## config.mk

```make
export PLATFORM = sky130hd
export DESIGN_NAME = ecc_rd_buffer
export DESIGN_NICKNAME = d
export VERILOG_FILES = /design/src/rtl/ecc_pkg.sv /design/src/rtl/ecc_rd_buffer_sat_counter.sv /design/src/rtl/ecc_rd_buffer.sv
export SDC_FILE = /design/constraint.sdc
export NUM_CORES = 1
export LEC_CHECK = 0
export CAP_MARGIN = 20
export CORE_AREA = 5 5 117 119
export DETAILED_ROUTE_END_ITERATION = 10
export DIE_AREA = 0 0 122 124
export GPL_TIMING_DRIVEN = 0
export PLACE_DENSITY = 0.8
export RECOVER_POWER = 50
export SYNTH_ARGS = -nofsm -noshare
export SYNTH_HDL_FRONTEND = slang
export SYNTH_HIERARCHICAL = 1
export SYNTH_SLANG_ARGS = --single-unit
```

## constraint.sdc

```tcl
create_clock -name clk -period 2.7 [get_ports clk]
set_input_delay 0.54 -clock clk [delete_from_list [all_inputs] [get_ports clk]]
set_output_delay 0.54 -clock clk [all_outputs]
set_load 0.1 [all_outputs]
```

## src/rtl/ecc_pkg.sv

```systemverilog
// Shared ECC definitions: word/code widths, stored entry layout, width helper.
// Latency: n/a (types and constants only).
// Backpressure: n/a.
package ecc_pkg;

    localparam int DATA_W = 32;
    localparam int CODE_W = 6;

    // One buffered read-return word together with its decoder error flag.
    typedef struct packed {
        logic              err;
        logic [DATA_W-1:0] data;
    } entry_t;

    // Ceiling log2 usable in parameter expressions.
    function automatic int clog2(input int v);
        int r;
        r = 0;
        for (int i = 0; i < 31; i++) begin
            if ((1 << i) < v) r = i + 1;
        end
        return r;
    endfunction

endpackage

```

## src/rtl/ecc_rd_buffer_sat_counter.sv

```systemverilog
// Saturating event counter with synchronous clear; sticks at all-ones.
// Latency: count reflects an increment on the edge after inc is sampled.
// Backpressure: none; clr takes priority over inc.
module sat_counter #(
    parameter int W = 16
) (
    input  logic         clk,
    input  logic         reset,
    input  logic         inc,
    input  logic         clr,
    output logic [W-1:0] cnt
);

    // Count up until all-ones; clear wins over a coincident increment.
    always_ff @(posedge clk) begin
        if (reset) begin
            cnt <= '0;
        end else if (clr) begin
            cnt <= '0;
        end else if (inc && (cnt != '1)) begin
            cnt <= cnt + W'(1);
        end
    end

endmodule

```

## src/rtl/ecc_rd_buffer.sv

```systemverilog
// Read-return buffer behind the ECC decoder: small FIFO, error count, overflow flag.
// Latency: a word pushed at edge N is presented with out_vld=1 right after edge N.
// Backpressure: out_rdy stalls the consumer side only; the decoder side has no ready,
//   so words arriving at a full FIFO without a coincident pop are dropped (ovf set).
module ecc_rd_buffer
    import ecc_pkg::*;
#(
    parameter int DATA_W    = 32,
    parameter int DEPTH     = 4,
    parameter int AF_MARGIN = 2,
    parameter int CNT_W     = 16,
    localparam int PW       = clog2(DEPTH),
    localparam int CW       = PW + 1
) (
    input  logic              clk,
    input  logic              reset,
    input  logic [DATA_W-1:0] in_data,
    input  logic              in_err,
    input  logic              in_vld,
    output logic [DATA_W-1:0] out_data,
    output logic              out_err,
    output logic              out_vld,
    input  logic              out_rdy,
    output logic              almost_full,
    output logic [CW-1:0]     buf_cnt,
    output logic [CNT_W-1:0]  err_cnt,
    output logic              ovf,
    input  logic              clr
);

    // Local entry layout follows the module's DATA_W, which may differ from the shared default.
    typedef struct packed {
        logic              err;
        logic [DATA_W-1:0] data;
    } buf_entry_t;

    buf_entry_t    mem [DEPTH];
    buf_entry_t    head;
    logic [PW-1:0] wr_ptr;
    logic [PW-1:0] rd_ptr;
    logic [CW-1:0] cnt_nxt;
    logic          push;
    logic          pop;
    logic          drop;

    // A pop frees its slot in the same cycle, so a full FIFO still accepts a word then.
    assign out_vld = (buf_cnt != '0);
    assign pop     = out_vld & out_rdy;
    assign push    = in_vld & ((buf_cnt < CW'(DEPTH)) | pop);
    assign drop    = in_vld & ~push;

    // Head is a plain register read; gated to zero while empty so idle outputs are clean.
    assign head     = mem[rd_ptr];
    assign out_data = out_vld ? head.data : '0;
    assign out_err  = out_vld ? head.err  : 1'b0;

    // Occupancy moves only when exactly one of push/pop happens.
    always_comb begin
        cnt_nxt = buf_cnt;
        if (push && !pop) begin
            cnt_nxt = buf_cnt + CW'(1);
        end else if (pop && !push) begin
            cnt_nxt = buf_cnt - CW'(1);
        end
    end

    // Pointers, occupancy and the registered throttle hint.
    always_ff @(posedge clk) begin
        if (reset) begin
            wr_ptr      <= '0;
            rd_ptr      <= '0;
            buf_cnt     <= '0;
            almost_full <= (DEPTH <= AF_MARGIN);
        end else begin
            if (push) wr_ptr <= wr_ptr + PW'(1);
            if (pop)  rd_ptr <= rd_ptr + PW'(1);
            buf_cnt     <= cnt_nxt;
            almost_full <= ((CW'(DEPTH) - cnt_nxt) <= CW'(AF_MARGIN));
        end
    end

    // Storage write; contents are don't-care until referenced by a valid count.
    always_ff @(posedge clk) begin
        if (push) begin
            mem[wr_ptr] <= '{err: in_err, data: in_data};
        end
    end

    // Sticky loss flag: a drop in the same cycle as clr keeps it set.
    always_ff @(posedge clk) begin
        if (reset) begin
            ovf <= 1'b0;
        end else if (drop) begin
            ovf <= 1'b1;
        end else if (clr) begin
            ovf <= 1'b0;
        end
    end

    sat_counter #(
        .W (CNT_W)
    ) u_err_cnt (
        .clk   (clk),
        .reset (reset),
        .inc   (push & in_err),
        .clr   (clr),
        .cnt   (err_cnt)
    );

endmodule

```

==> flow_summary.yaml, run 1 <==
die:
  io_pins: 93
  die_height_um: 124
  row_count: 41
  die_x_um: 122
  dieArea_sq_um: 15100
  start_util_pct: 53.0
  core_sq_um: 12500
routing:
  avgViaCountPerCell: 5.45
  vias: 3739
  final_antenna_net_count: 0
  wire_per_inst_um: 18.2
  dr.pass1.iters: 4
  wl_um: 12500
  drtIter0Drc: 270
  drc: 0
timing:
  rsz0062_at_grt: "true"
  slew_headroom_pct: 34.5
  holdWs_ps: 513
  setup_ws_ps: 75.1
  fin_worst_skew_ps: 9.18
  finalHoldViolations: 0
  tightest_slew_ps: 980
  drv_slew: 0
  fmax_ghz: 0.381
  timing.final.crit_share_pct: 97.2
  setup_violations: 0
  fin_crit_ps: 2620
global_route:
  grt_remaining_overflow: 0
  busiest_layer: "met2"
  met1_usage_pct: 21.3
  grt_use_met2_pct: 30.3
  grt_use_met3_pct: 5.99
  grt_usage_pct: 17.8
  grt_pass1_vias: 3878
  grt_pass1_wl_um: 20100
  antenna_found_initial: 3
  grt_max_degree: 34
worst_setup_path:
  cp_num_buf_inv: 1
  crit_path_max_fanout: 7
  worstPathRequired_ps: 2160
  path_cells: "clkdlybuf4s50_1"
  r2r_slack_ps: 410
  critPathTopFamily: "buffers and inverters"
  critPathKind: "reg2out"
  cp-end-kind: "primary output"
  slowest_stage: "clkdlybuf4s50_1"
  crit_path_start_kind: "flop"
  worst-endpoint-arrival_ps: 2080
  slowest_delay_ps: 1190
synthesis:
  syn_nets: 437
  yosys.area_share.simple_pct: 9.61
  async_flop_share_pct: 0
  synth_top_cells_by_count: "edfxtp_1 (132), and2_1 (40), mux4_2 (30)"
  synth_top_area_cell: "edfxtp_1"
  yosys.area_share.adder_pct: 1.89
  muxShareOfSynthArea_pct: 12.7
  ys.flop_type: "edfxtp_1"
  ys_ff_latch: 159
  seq_area_frac_synth_pct: 68.2
  yosys.area.top_type_share_pct: 60.0
  synth_top_family_by_area: "multiplexers"
  synth_cells: 389
  yosysMostFrequentCell: "edfxtp_1"
  yosysUniqueCellTypes: 56
  syn_avg_cell_area_sq_um: 17.0
  synthTopCellsByArea: "edfxtp_1 (60%), mux4_2 (10%), dfxtp_1 (8.2%)"
  ys_warn_count: 6
  synth_compound_area_share_pct: 4.15
  synth-edff-count: 132
  netlist_area_sq_um: 6600
  synth_xor_area_share_pct: 0.531
run:
  cap_violations: 0
placement:
  dp_slack_ps: -691
  io_buffer_count: 92
  dp_hpwl_um: 7970
  place.gp.congestion: 0.867
cts:
  cts_buffer_depth: 2
  clkLatencyLatePin_ps: 420
  cts_sinks: 159
  clk_pin_slew_worst_paths_ps: 60
  post_cts_buffers: 0
  cts-htree-levels: 4
  cts_tree: "built"
  cts_made_buffers: 17
  cts_root_buffer: "clkbuf_16"
finish:
  area_growth_pct: 27.2
  drive_above_1_share_pct: 30.7
  nNetsFinal: 549
  fillers: 860
  multiInputGateArea_sq_um: 1970
  seq_area_sq_um: 4510
outcome:
  outcome: "finished, final reports clean"
min_path:
  min_path_type: "reg2reg"
[final timing paths]
| check | from | to | depth (start not counted) |
|---|---|---|---|
| worst max-delay path | u_err_cnt/cnt[13] | err_cnt[13] | 1 |
| worst min-delay path | u_err_cnt/cnt[3] | u_err_cnt/cnt[3] | 2 |
| worst max register to register | buf_cnt[1] | almost_full | 9 |
| worst min register to register | u_err_cnt/cnt[3] | u_err_cnt/cnt[3] | 2 |
[cell usage in the layout, fill, tap and decap left out, types with 4 or more instances in the layout]
master	synthesis	routed
edfxtp_1	132	132
a211oi_1	4	4
buf_2	5	7
o21ai_0	7	7
buf_6	3	26
dfxtp_1	27	24
clkbuf_16	0	17
clkbuf_4	0	4
nor2_1	15	15
ha_1	10	10
a31oi_1	4	4
a21oi_1	8	8
and2_1	40	7
clkdlybuf4s50_1	0	24
and2_4	0	9
nand2_1	14	14
dlygate4sd3_1	0	34
mux2i_1	7	7
clkbuf_1	5	4
nand3_1	7	7
and2_2	2	26
mux4_2	30	30
clkinv_2	0	5
or3_1	4	4
buf_4	1	7
inv_1	9	8
[cells by family after synthesis]
| family | count (synthesis) |
|---|---|
| XOR/XNOR | 4 |
| AND/OR/NAND/NOR | 107 |
| flip-flops | 159 |
| multiplexers | 41 |
| AO/OA/AOI/OAI | 39 |
| buffers and inverters | 29 |
| adder cells (fa/ha/maj) | 10 |
[cell type report]
| cell class | count | area share (%) |
|---|---|---|
| multi-input cells | 201 | 23.4 |
| clock inverters | 10 | 1.46 |
| flip-flops and latches | 159 | 53.7 |
| inverters | 10 | 0.477 |
| clock buffers | 19 | 5.15 |
| diodes | 3 | 0.0894 |
| repair buffers | 93 | 11.1 |
| plain buffers | 19 | 2.04 |
| well taps | 172 | 2.56 |
[flip-flops by register name, summed over array words and instances, names as in the netlist, named ones only]
signal / count
ovf: 1
buf_cnt: 3
u_err_cnt/cnt: 16
wr_ptr: 2
almost_full: 1
mem: 132
rd_ptr: 2
[per-layer routing]
metal | vias to the layer above | wire length, um
li1 | 1738 | -
met1 | 1866 | 5080
met2 | 120 | 6290
met3 | 15 | 883
met4 | 0 | 202
met5 | - | 0
[through the flow]
| step | instance area, sq um | std cells | setup TNS (ps) | util [%] |
|---|---|---|---|---|
| finish | 8400 | 686 | 0 | 67.4 |
| global route | 8400 | 686 | -62.1 | 67.4 |
| CTS | 8320 | 683 | 0 | 66.8 |
| detailed placement | 7820 | 654 | -33410 | 62.7 |
| global placement | 7790 | 653 | -113820 | 62.5 |
| floorplan | 6660 | 389 | 0 | - |
[repair_timing]
action                     CTS  global route
gates cloned                 0             0
setup endpoints to repair   34            35
gates resized for setup    208            33
hold buffers                 0             0
Power of run 1 is left out: the tool's default activity adds up to more than one toggle a clock period on the data nets, which glitch-free logic cannot reach.
==> inputs of run 2 (changes only) <==
--- a/config.mk
+++ b/config.mk
@@ -5,12 +5,12 @@
 export SDC_FILE = /design/constraint.sdc
 export NUM_CORES = 1
 export LEC_CHECK = 0
-export CAP_MARGIN = 20
-export CORE_AREA = 5 5 117 119
+export CORE_AREA = 5 5 123 125
+export CTS_CLUSTER_SIZE = 40
 export DETAILED_ROUTE_END_ITERATION = 10
-export DIE_AREA = 0 0 122 124
+export DIE_AREA = 0 0 128 130
 export GPL_TIMING_DRIVEN = 0
-export PLACE_DENSITY = 0.8
+export PLACE_DENSITY = 0.76
 export RECOVER_POWER = 50
 export SYNTH_ARGS = -nofsm -noshare
 export SYNTH_HDL_FRONTEND = slang
==> constraint.sdc (replaced) <==
create_clock -name clk -period 2.4 [get_ports clk]
set_input_delay 0.48 -clock clk [delete_from_list [all_inputs] [get_ports clk]]
set_output_delay 0.48 -clock clk [all_outputs]
set_load 0.1 [all_outputs]
==> flow_summary.yaml, run 2 (synthesis gave the netlist of run 1 again) <==
outcome:
  outcome: "finished with violations"
  violations: "setup timing"
routing:
  drtIter0Drc: 219
  wire_per_inst_um: 18.9
  dr.pass1.iters: 4
  final_antenna_net_count: 0
  wl_um: 13300
  drc: 0
  avgViaCountPerCell: 5.44
  vias: 3835
timing:
  finalHoldViolations: 0
  timing.final.crit_share_pct: 102
  fmax_ghz: 0.409
  fin_worst_skew_ps: 7.53
  setup_ws_ps: -44.6
  setup_violations: 9
  drv_slew: 0
  rsz0062_at_grt: "true"
  tightest_slew_ps: 989
  slew_headroom_pct: 34.3
  fin_crit_ps: 2440
finish:
  top_regs: "mem: 132 flops, u_err_cnt/cnt: 16 flops, buf_cnt: 3 flops"
  largest-register: "mem"
  seq_area_sq_um: 4510
  fillers: 986
  nNetsFinal: 560
  largest_reg_flops: 132
  drive_above_1_share_pct: 35.1
  design_area_sq_um: 9010
  final_common_cell: "edfxtp_1"
  mostFrequentLayoutCells: "edfxtp_1 (132), dlygate4sd3_1 (35), buf_12 (34), mux4_2 (30), and2_4 (29)"
  area_growth_pct: 36.5
  multiInputGateArea_sq_um: 2050
global_route:
  grt_remaining_overflow: 0
  grt_max_degree: 33
  grt_usage_pct: 17.1
  grt_pass1_wl_um: 21400
  grt_pass1_vias: 4085
  antenna_found_initial: 2
die:
  dieArea_sq_um: 16600
  start_util_pct: 47.9
  die_x_um: 128
  row_count: 43
  io_pins: 93
  core_sq_um: 13800
  die_height_um: 130
run:
  cap_violations: 0
worst_setup_path:
  worstPathRequired_ps: 1920
  path_cells: "buf_12 -> buf_12 -> buf_12 -> mux4_2 -> and2_4 -> buf_12"
  crit_path_max_fanout: 8
  critPathKind: "reg2out"
  cp_num_buf_inv: 4
  cp-end-kind: "primary output"
  critPathTopFamily: "buffers and inverters"
  slowest_delay_ps: 500
  critPathMostFrequentCell: "buf_12"
  slowest_stage: "mux4_2"
  worst-endpoint-arrival_ps: 1960
  crit_path_start_kind: "flop"
cts:
  cts_tree: "built"
  cts_root_buffer: "clkbuf_16"
  clk_pin_slew_worst_paths_ps: 60
  cts-htree-levels: 4
  cts_buffer_depth: 2
  clkLatencyLatePin_ps: 420
  cts_made_buffers: 17
  cts_sinks: 159
placement:
  placed_area_sq_um: 7910
  dp_hpwl_um: 8310
  place.gp.congestion: 0.859
  io_buffer_count: 92
min_path:
  min_path_type: "reg2reg"
## run 2: routing by layer
metal | GRT usage, % | routed length [um]
met1 | 20.7 | 5420
met2 | 29.4 | 6890
met3 | 5.32 | 839
met4 | 5.81 | 157
met5 | 0 | 7
## run 2: area by class of cell
type,count,share of cell area [%]
Sequential cell,159,50.1
Multi-Input combinational cell,201,22.8
Timing Repair Buffer,106,15.0
Clock buffer,19,4.80
Tap cell,180,2.50
Clock inverter,12,2.40
Buffer,17,1.96
Inverter,10,0.444
Antenna cell,1,0.0278
## run 2: timing repair
action                                  in CTS  in global routing
hold buffers                                 0                  0
endpoints found under the hold margin        0                  0
buffers inserted                             5                  5
endpoints found under the setup margin      56                 43
gates resized for setup                    335                 21
pin swaps                                   14                 10
gates cloned                                 2                  0
## run 2: worst register-to-register path: cells and delay by family (launching register included)
| family | cells | cell delay, ps |
|---|---|---|
| compound gates | 2 | 550 |
| fa+ha+maj | 2 | 480 |
| flops | 1 | 370 |
| mux | 1 | 280 |
| buf+inv | 2 | 210 |
| simple gates | 2 | 190 |
| xor+xnor | 1 | 150 |
## run 2: worst paths after layout
kind | start | end | slack, ps | depth (start not counted)
worst max-delay path | flop | out_data[7] | -40 | 6
worst min-delay path | ovf | ovf | 510 | 2
worst max register to register | buf_cnt[1] | almost_full | 50 | 10
worst min register to register | ovf | ovf | 510 | 2
## run 2: stage by stage
stage / hold WS (ps) / setup WS [ps] / setup TNS [ps] / util (%) / std cells
3_5_place_dp: 504 / -968 / -40030 / 57.4 / 665
3_3_place_gp: 487 / -1010 / -161550 / 56.8 / 661
4_1_cts: 513 / -75.9 / -828 / 64.9 / 701
2_1_floorplan: 485 / 49.4 / 0 / - / 389
6_report: 513 / -44.6 / -249 / 65.4 / 705
5_1_grt: 556 / -110 / -1270 / 65.4 / 705
Power of run 2 is left out for the same reason.
==> inputs of run 3 (changes only) <==
--- a/config.mk
+++ b/config.mk
@@ -10,7 +10,7 @@
 export DETAILED_ROUTE_END_ITERATION = 10
 export DIE_AREA = 0 0 128 130
 export GPL_TIMING_DRIVEN = 0
-export PLACE_DENSITY = 0.76
+export PLACE_DENSITY = 0.85
 export RECOVER_POWER = 50
 export SYNTH_ARGS = -nofsm -noshare
 export SYNTH_HDL_FRONTEND = slang
==> flow_summary.yaml, run 3 (synthesis gave the netlist of run 1 again) <==
global_route:
  grt_usage_pct: 17.6
  antenna_found_initial: 4
  grt_remaining_overflow: 0
  grt_pass1_wl_um: 22200
  grt_max_degree: 34
  grt_pass1_vias: 4138
finish:
  multiInputGateArea_sq_um: 2050
  mostFrequentLayoutCells: "edfxtp_1 (132), buf_12 (37), dlygate4sd3_1 (34), and2_4 (32), mux4_2 (31)"
  design_area_sq_um: 9010
  final_common_cell: "edfxtp_1"
  nNetsFinal: 559
  instances_no_fill: 705
  largest_reg_flops: 132
  drive_above_1_share_pct: 35.5
  largest-register: "mem"
  top_regs: "mem: 132 flops, u_err_cnt/cnt: 16 flops, buf_cnt: 3 flops"
  area_growth_pct: 36.4
  seq_area_sq_um: 4510
  fillers: 949
worst_setup_path:
  crit_path_max_fanout: 7
  worst-endpoint-arrival_ps: 1940
  cp.depth: 6
  critPathTopFamily: "buffers and inverters"
  cp-end-kind: "primary output"
  slowest_stage: "mux4_2"
  crit_path_start_kind: "flop"
  critPathKind: "reg2out"
  slowest_delay_ps: 500
  path_cells: "buf_12 -> buf_12 -> buf_12 -> mux4_2 -> and2_4 -> buf_12"
  worst-r2r-cell-count: 10
  critPathMostFrequentCell: "buf_12"
  cp_num_buf_inv: 4
  worstPathRequired_ps: 1920
run:
  cap_violations: 0
timing:
  tightest_slew_ps: 984
  rsz0062_at_grt: "true"
  fmax_ghz: 0.413
  fin_crit_ps: 2420
  finalHoldViolations: 0
  setup_ws_ps: -20.1
  timing.final.crit_share_pct: 101
  slew_headroom_pct: 34.7
  drv_slew: 0
  fin_worst_skew_ps: 12.5
  holdWs_ps: 518
  setup_violations: 7
die:
  row_count: 43
  dieArea_sq_um: 16600
  core_sq_um: 13800
  die_x_um: 128
  io_pins: 93
  die_height_um: 130
  start_util_pct: 47.9
routing:
  dr.pass1.iters: 4
  drc: 0
  final_antenna_net_count: 0
  vias: 3840
  wire_per_inst_um: 19.7
  drtIter0Drc: 243
  wl_um: 13900
  avgViaCountPerCell: 5.45
cts:
  cts_root_buffer: "clkbuf_16"
  cts_tree: "built"
  clk_pin_slew_worst_paths_ps: 60
  clkLatencyLatePin_ps: 420
  cts_buffer_depth: 2
  cts_made_buffers: 17
  cts_sinks: 159
  cts-htree-levels: 4
min_path:
  min_path_type: "reg2reg"
  hold_path_depth: 2
placement:
  place.gp.congestion: 0.845
  place_inst: 662
  io_buffer_count: 92
  placed_area_sq_um: 7850
  dp_slack_ps: -1020
  dp_hpwl_um: 8470
outcome:
  violations: "setup timing"
  outcome: "finished with violations"
-- run 3: cell types whose count changed in the layout (fill, tap and decap cells not counted), moves of 3 or more --
cell / delta
clkinv_2: +3
buf_8: +3
buf_12: +3
and2_4: +3
buf_6: -4
and2_0: -3
-- run 3: final cells by class --
cell class                 count  area share (%)
tap                          180            2.50
sequential                   159            50.1
inverter                      10           0.472
clock buffer                  18            4.76
multi-input combinational    201            22.8
clock inverter                14            1.92
timing repair buffer         104            15.2
antenna                        1          0.0278
buffer                        18            2.25
-- run 3: path summary, 6_finish.rpt --
kind,start,endpoint,slack (ps)
worst min register to register,u_err_cnt/cnt[3],u_err_cnt/cnt[3],520
worst max register to register,buf_cnt[0],almost_full,30
worst min-delay path,u_err_cnt/cnt[3],u_err_cnt/cnt[3],520
worst max-delay path,flop,out_data[8],-20
-- run 3: worst reg2reg max path, delay by kind of cell, from the launching register on --
kind | cells | cell delay, ps
buffers and inverters | 2 | 170
flip-flops | 1 | 430
AO/OA/AOI/OAI | 3 | 630
AND/OR/NAND/NOR | 2 | 270
adder cells (fa/ha/maj) | 2 | 460
multiplexers | 1 | 290
-- run 3: metal layers --
| metal | vias up | global-route usage (%) | wire [um] |
|---|---|---|---|
| met1 | 1939 | 20.6 | 5640 |
| met2 | 107 | 30.7 | 7250 |
| met3 | 19 | 5.98 | 777 |
| met5 | - | 0 | 28 |
| li1 | 1769 | - | - |
| met4 | 6 | 5.68 | 167 |
-- run 3: stage by stage --
step | utilization [%] | TNS, ps
6_report | 65.4 | -67.8
5_1_grt | 65.4 | -1530
4_1_cts | 64.8 | -852
3_5_place_dp | 57.0 | -75090
3_3_place_gp | 56.8 | -154940
2_1_floorplan | - | 0
-- run 3: repair_timing --
action / 4_1_cts / 5_1_grt
resized for setup: 346 / 31
hold buffers: 0 / 0
cloned: 2 / 0
endpoints found under the hold margin: 0 / 0
buffers inserted: 7 / 4
endpoints found under the setup margin: 54 / 82
pin swaps: 15 / 6
Power of run 3 is left out for the same reason.
